==> src/rtl/gray_capture.sv <==
// Captures a free-running Gray count from another domain: synchronises it, waits for it to
// settle, converts it to binary and hands it to a valid/ready consumer.
module gray_capture #(
    parameter int unsigned WIDTH         = 8,
    parameter int unsigned STABLE_CYCLES = 2
) (
    input  logic             clk,
    input  logic             reset_n,
    input  logic             enable,
    input  logic [WIDTH-1:0] gray_in,
    input  logic             out_ready,
    output logic [WIDTH-1:0] bin_out,
    output logic             out_valid,
    output logic             glitch_err,
    output logic [3:0]       drop_cnt
);

    localparam logic [3:0] STABLE = 4'(STABLE_CYCLES);

    function automatic logic [WIDTH-1:0] gray_to_bin(input logic [WIDTH-1:0] g);
        logic [WIDTH-1:0] b;
        b[WIDTH-1] = g[WIDTH-1];
        for (int i = int'(WIDTH) - 2; i >= 0; i--) begin
            b[i] = b[i+1] ^ g[i];
        end
        return b;
    endfunction

    logic [WIDTH-1:0] s1_q, s2_q;
    logic [WIDTH-1:0] cand_q, cand_d;
    logic [3:0]       cnt_q, cnt_d;
    logic             accept_q, accept_d;
    logic             glitch_q, glitch_d;
    logic [WIDTH-1:0] last_q, last_d;
    logic [WIDTH-1:0] bin_q, bin_d;
    logic             valid_q, valid_d;
    logic [3:0]       drop_q, drop_d;

    logic new_value, load, drop;

    // Stability filter: accept_d fires only on the cycle the counter reaches STABLE.
    always_comb begin
        cand_d   = cand_q;
        cnt_d    = cnt_q;
        accept_d = 1'b0;
        glitch_d = glitch_q;
        if (!enable) begin
            cand_d = s2_q;
            cnt_d  = '0;
        end else if (s2_q != cand_q) begin
            cand_d   = s2_q;
            cnt_d    = 4'd1;
            accept_d = (STABLE == 4'd1);
            if ($countones(s2_q ^ cand_q) != 1) begin
                glitch_d = 1'b1;
            end
        end else if (cnt_q < STABLE) begin
            cnt_d    = cnt_q + 4'd1;
            accept_d = ((cnt_q + 4'd1) == STABLE);
        end
    end

    // A repeat of the last accepted code is not a new count and is never reported.
    assign new_value = accept_q && (cand_q != last_q);
    assign load      = new_value && (!valid_q || out_ready);
    assign drop      = new_value && valid_q && !out_ready;

    always_comb begin
        bin_d   = bin_q;
        valid_d = valid_q;
        last_d  = last_q;
        drop_d  = drop_q;
        if (load) begin
            bin_d   = gray_to_bin(cand_q);
            valid_d = 1'b1;
            last_d  = cand_q;
        end else if (drop) begin
            last_d = cand_q;
            if (drop_q != 4'hF) begin
                drop_d = drop_q + 4'd1;
            end
        end else if (valid_q && out_ready) begin
            valid_d = 1'b0;
        end
    end

    always_ff @(posedge clk or negedge reset_n) begin
        if (!reset_n) begin
            s1_q     <= '0;
            s2_q     <= '0;
            cand_q   <= '0;
            cnt_q    <= '0;
            accept_q <= 1'b0;
            glitch_q <= 1'b0;
            last_q   <= '0;
            bin_q    <= '0;
            valid_q  <= 1'b0;
            drop_q   <= '0;
        end else begin
            s1_q     <= gray_in;
            s2_q     <= s1_q;
            cand_q   <= cand_d;
            cnt_q    <= cnt_d;
            accept_q <= accept_d;
            glitch_q <= glitch_d;
            last_q   <= last_d;
            bin_q    <= bin_d;
            valid_q  <= valid_d;
            drop_q   <= drop_d;
        end
    end

    assign bin_out    = bin_q;
    assign out_valid  = valid_q;
    assign glitch_err = glitch_q;
    assign drop_cnt   = drop_q;

endmodule
==> config.mk <==
export PLATFORM = sky130hd
export DESIGN_NAME = gray_capture
export DESIGN_NICKNAME = d
export VERILOG_FILES = /design/src/rtl/gray_capture.sv
export SDC_FILE = /design/constraint.sdc
export NUM_CORES = 1
export LEC_CHECK = 0
export CORE_MARGIN = 10
export CORE_UTILIZATION = 48
export DETAILED_ROUTE_END_ITERATION = 7
export PLACE_DENSITY = 0.77
export SETUP_SLACK_MARGIN = 0.2
export SKIP_LAST_GASP = 1
export SYNTH_ARGS = -nofsm -noshare
export SYNTH_HDL_FRONTEND = slang
export SYNTH_SLANG_ARGS = --single-unit
==> constraint.sdc <==
create_clock -name clk -period 7.1 [get_ports clk]
set_input_delay 0.71 -clock clk [delete_from_list [all_inputs] [get_ports clk]]
set_output_delay 0.71 -clock clk [all_outputs]
set_load 0.01 [all_outputs]
==> summary by stage <==
Clock tree
The H-tree was split into 2 levels. The maximum clock insertion buffer count is 2. TritonCTS built the clock tree. Post-CTS timing repair inserted 0 buffers for setup. The cell sitting at the root of the clock tree is a sky130_fd_sc_hd__clkbuf_8. Counting every sink on the clock net gives just over 50. The clock reaches the later pin of the worst-skew pair after just under 0.3 ns.

Counting the buffers created by CTS gives 5. Buffers inserted to repair hold after CTS numbered 0. In this run, post-CTS repair resized a total of 0 instances. The clock-pin transition on the worst setup and hold timing paths is around 0.08 ns.

STA
The clock period could shrink to around 4 ns. The total of endpoints with negative setup slack in the final report is 0. The max-slew headroom at the worst pin is 0.2581. The final hold violation count is 0. The minimum hold slack is 0.3511 ns.

The slew at the pin closest to its max-slew limit is 1.105 ns. The highest clock frequency the design can meet is 250.0 MHz. The number of slew-limit violations in the final report is 0.

The setup total negative slack is 0 ns. For the final database, setup skew stands at approximately 0.01 ns. The post-route fraction of the period consumed by the critical path is 0.5634. Setup repair after global routing left no endpoint under its margin.

Synthesis
The number of enable flip-flop cells after synthesis is 0. Yosys printed 0 warnings. The multiplexer area fraction after synthesis is 0.09247. The portion of synthesized cell area occupied by the leading cell type is 0.5822. The synthesized area per cell is around 14 um2.

After synthesis, the netlist uses 29 different library cells. The share of flip-flops with an asynchronous set or reset is 1.000. The total standard cell area after synthesis is between 2000 and 2500 um2. The most frequent cell after synthesis is sky130_fd_sc_hd__dfrtp_1. Sorting the synthesized cells by area gives the leading types as sky130_fd_sc_hd__dfrtp_1 (58%), sky130_fd_sc_hd__mux2_2 (9.2%), sky130_fd_sc_hd__xnor2_1 (6.4%). The synthesized design spends more area on one cell type than any other, namely sky130_fd_sc_hd__dfrtp_1. Counting flops and latches in the post-synthesis netlist gives 51. The part of the Yosys area used for sequential elements is 0.5822.

The post-synthesis share of cell area spent on full adders, half adders and majority gates is 0.07648. The most used flip-flop cell after synthesis is sky130_fd_sc_hd__dfrtp_1. Of the total synthesized cell area, the portion taken by XOR and XNOR cells is 0.1290.

The commonest cells after synthesis are sky130_fd_sc_hd__dfrtp_1 (51), sky130_fd_sc_hd__mux2_2 (18), sky130_fd_sc_hd__xnor2_1 (16). The synthesized instance count is 161. The post-synthesis share of cell area spent on and, or, nand and nor gates is 0.04566. The net count after synthesis is around 180. The fraction of the mapped netlist area in compound gates is 0.03253. The combinational family with the most area after synthesis is XOR/XNOR gates.

Global routing
The global routing usage on met3 is 0.02786. The first-pass GRT wire length is between 6 and 7 mm. The number of antenna violations at the first check in global routing came to 0.

In the global route stage, overall resource usage came out at 0.1005. For met2 alone, demand over resource in global routing was 0.1687. For met1 alone, demand over resource in global routing was 0.1126. The most used routing layer is met2. The maximum number of pins on one net before global-route repair is 52.

The total overflow left after global routing is 0. The via count of the first global-routing pass is about 1300.

Floorplanning
In this run the count of I/O pins placed on the die edge is 26. The die covers 7670 um2. In this run the standard cell core region covers ~4400 um2. The floorplan has 24 rows. From bottom edge to top edge, the die measures just under 90 um. The width of the die is 87.58 um. The initial utilization of the core area, before any placement, comes to 0.5000.

Placed design
The number of port buffers is 25. The congestion estimate from routability-driven global placement came to 0.8401. Once detailed placement completed, the half-perimeter wirelength came to 2.789 mm.

Worst setup path
The worst setup path is of the register to register kind. Tracing the worst setup path back leads to its startpoint at cand_q[0]. The worst-case register-to-register setup slack is between 3 and 4 ns. At the worst endpoint, the required time is 7.29 ns. The launch instance of the worst register-to-register path is cand_q[0]. The startpoint type of the worst setup path is a register. In this run the critical register-to-register path is captured at glitch_err. Along the worst path, the maximum fanout reaches 5.

The critical path capture point is glitch_err. The critical path arrival is 4.19 ns. The worst reg2reg path depth is 14. The endpoint type of the worst setup path is a register.

Layout
The area growth from synthesis to layout is 16.21%. The proportion of layout cells with a drive suffix above 1 is 0.1585. The net count reported at finish is ~200. 0 antenna diodes ended up in the layout.

Routing
Across all layers, the routed design uses 1200 vias. The final routed wirelength across all metal layers is 3.547 mm. The antenna violation net count after detailed routing is 0. For this block, the initial DRC count from the detailed router was 36. The first detailed-routing pass took 4 iterations.

The detail-routed via count per cell is around 5. For this run, design rule violations remaining after detail routing come to 0. The detail-routed net length per standard cell is between 15 and 20 um.

Pwr
The leakage component of the power is between 0.001 and 0.0015 uW. The largest vdd supply drop is ~160 uV. In this run the power density over the cells is approximately 230 nW/um2.

Worst hold path
The startpoint of the tightest hold check path is s1_q[7]. The path class of the lowest-slack min-delay path is register to register.

Status
The flow ran to the end, and the final reports show no timing, DRC or antenna violations.

Job
Across the run, the number of max-cap violations was 0.
[flip-flops by register name, indices dropped and copies added (netlist names)]
| register | flops |
|---|---|
| glitch_err | 1 |
| accept_q | 1 |
| cand_q | 8 |
| bin_out | 8 |
| out_valid | 1 |
| s1_q | 8 |
| drop_cnt | 4 |
| s2_q | 8 |
| cnt_q | 4 |
| last_q | 8 |
[area by class of cell]
cell class                      instances  area, um2
Multi-Input combinational cell         87      824.5
Clock inverter                          1      5.005
Inverter                               13      48.80
Sequential cell                        51       1276
Tap cell                               52      65.06
Fill cell                             333       1837
Clock buffer                            6      82.58
Timing Repair Buffer                   25      245.2
[through the flow]
stage	power, uW	instance area (um2)	setup WS [ns]	cells	utilization
floorplan	382.6	2192	3.535	161	-
global placement	410.0	2460	3.437	228	0.5611
finish	574.4	2547	3.100	235	0.5811
global route	608.0	2547	2.874	235	0.5811
detailed placement	421.8	2460	3.117	228	0.5611
CTS	584.6	2547	3.103	235	0.5811
[worst min path at each step]
stage	depth (start not counted)	endpoint
floorplan	0	s2_q[0]
global placement	0	s2_q[7]
detailed placement	0	s2_q[5]
CTS	0	s2_q[2]
global route	0	s2_q[2]
finish	0	s2_q[7]
[cell usage in the layout (no fill, tap or decap), types with 2 or more instances in the layout]
| cell | instances |
|---|---|
| sky130_fd_sc_hd__a21o_1 | 2 |
| sky130_fd_sc_hd__a31oi_1 | 2 |
| sky130_fd_sc_hd__clkbuf_8 | 6 |
| sky130_fd_sc_hd__clkdlybuf4s50_1 | 24 |
| sky130_fd_sc_hd__dfrtp_1 | 51 |
| sky130_fd_sc_hd__fa_1 | 4 |
| sky130_fd_sc_hd__ha_1 | 7 |
| sky130_fd_sc_hd__inv_1 | 13 |
| sky130_fd_sc_hd__mux2_2 | 18 |
| sky130_fd_sc_hd__nand2_1 | 2 |
| sky130_fd_sc_hd__nand3_1 | 2 |
| sky130_fd_sc_hd__nand4_1 | 3 |
| sky130_fd_sc_hd__nor2_1 | 4 |
| sky130_fd_sc_hd__nor3_1 | 3 |
| sky130_fd_sc_hd__o21ai_0 | 2 |
| sky130_fd_sc_hd__or3_1 | 2 |
| sky130_fd_sc_hd__xnor2_1 | 16 |
| sky130_fd_sc_hd__xor2_1 | 9 |
[kinds of logic (layout without fill, tap and decap cells)]
| group | after synthesis | count (layout) |
|---|---|---|
| flops | 51 | 51 |
| xor+xnor | 28 | 28 |
| buf+inv | 23 | 45 |
| simple gates | 19 | 19 |
| mux | 18 | 18 |
| fa+ha+maj | 11 | 11 |
| compound gates | 11 | 11 |
[where the power goes]
part	total (uW)	internal, uW	switching [uW]
logic	103	52.0	50.6
clock network	160	76.5	83.8
registers	312	302	9.45
[worst max-delay path, cell delays in order, from the launching register on]
cell,delay [ns]
sky130_fd_sc_hd__dfrtp_1,0.44
sky130_fd_sc_hd__xnor2_1,0.24
sky130_fd_sc_hd__inv_1,0.09
sky130_fd_sc_hd__fa_1,0.53
sky130_fd_sc_hd__inv_1,0.05
sky130_fd_sc_hd__fa_1,0.50
sky130_fd_sc_hd__fa_1,0.42
sky130_fd_sc_hd__inv_1,0.07
sky130_fd_sc_hd__ha_1,0.16
sky130_fd_sc_hd__inv_1,0.06
sky130_fd_sc_hd__fa_1,0.39
sky130_fd_sc_hd__a2111oi_0,0.53
sky130_fd_sc_hd__a21o_1,0.14
sky130_fd_sc_hd__a31oi_1,0.08
sky130_fd_sc_hd__a21o_1,0.19
[layer usage]
metal  part of all wire  vias up  routed length, um
met4              0.025        0                 90
met5                  0        -                  0
met2               0.52       28               1844
met3              0.052        9                185
li1                   -      567                  -
met1               0.40      596               1426
No activity file was read; power rests on OpenSTA's default activity.
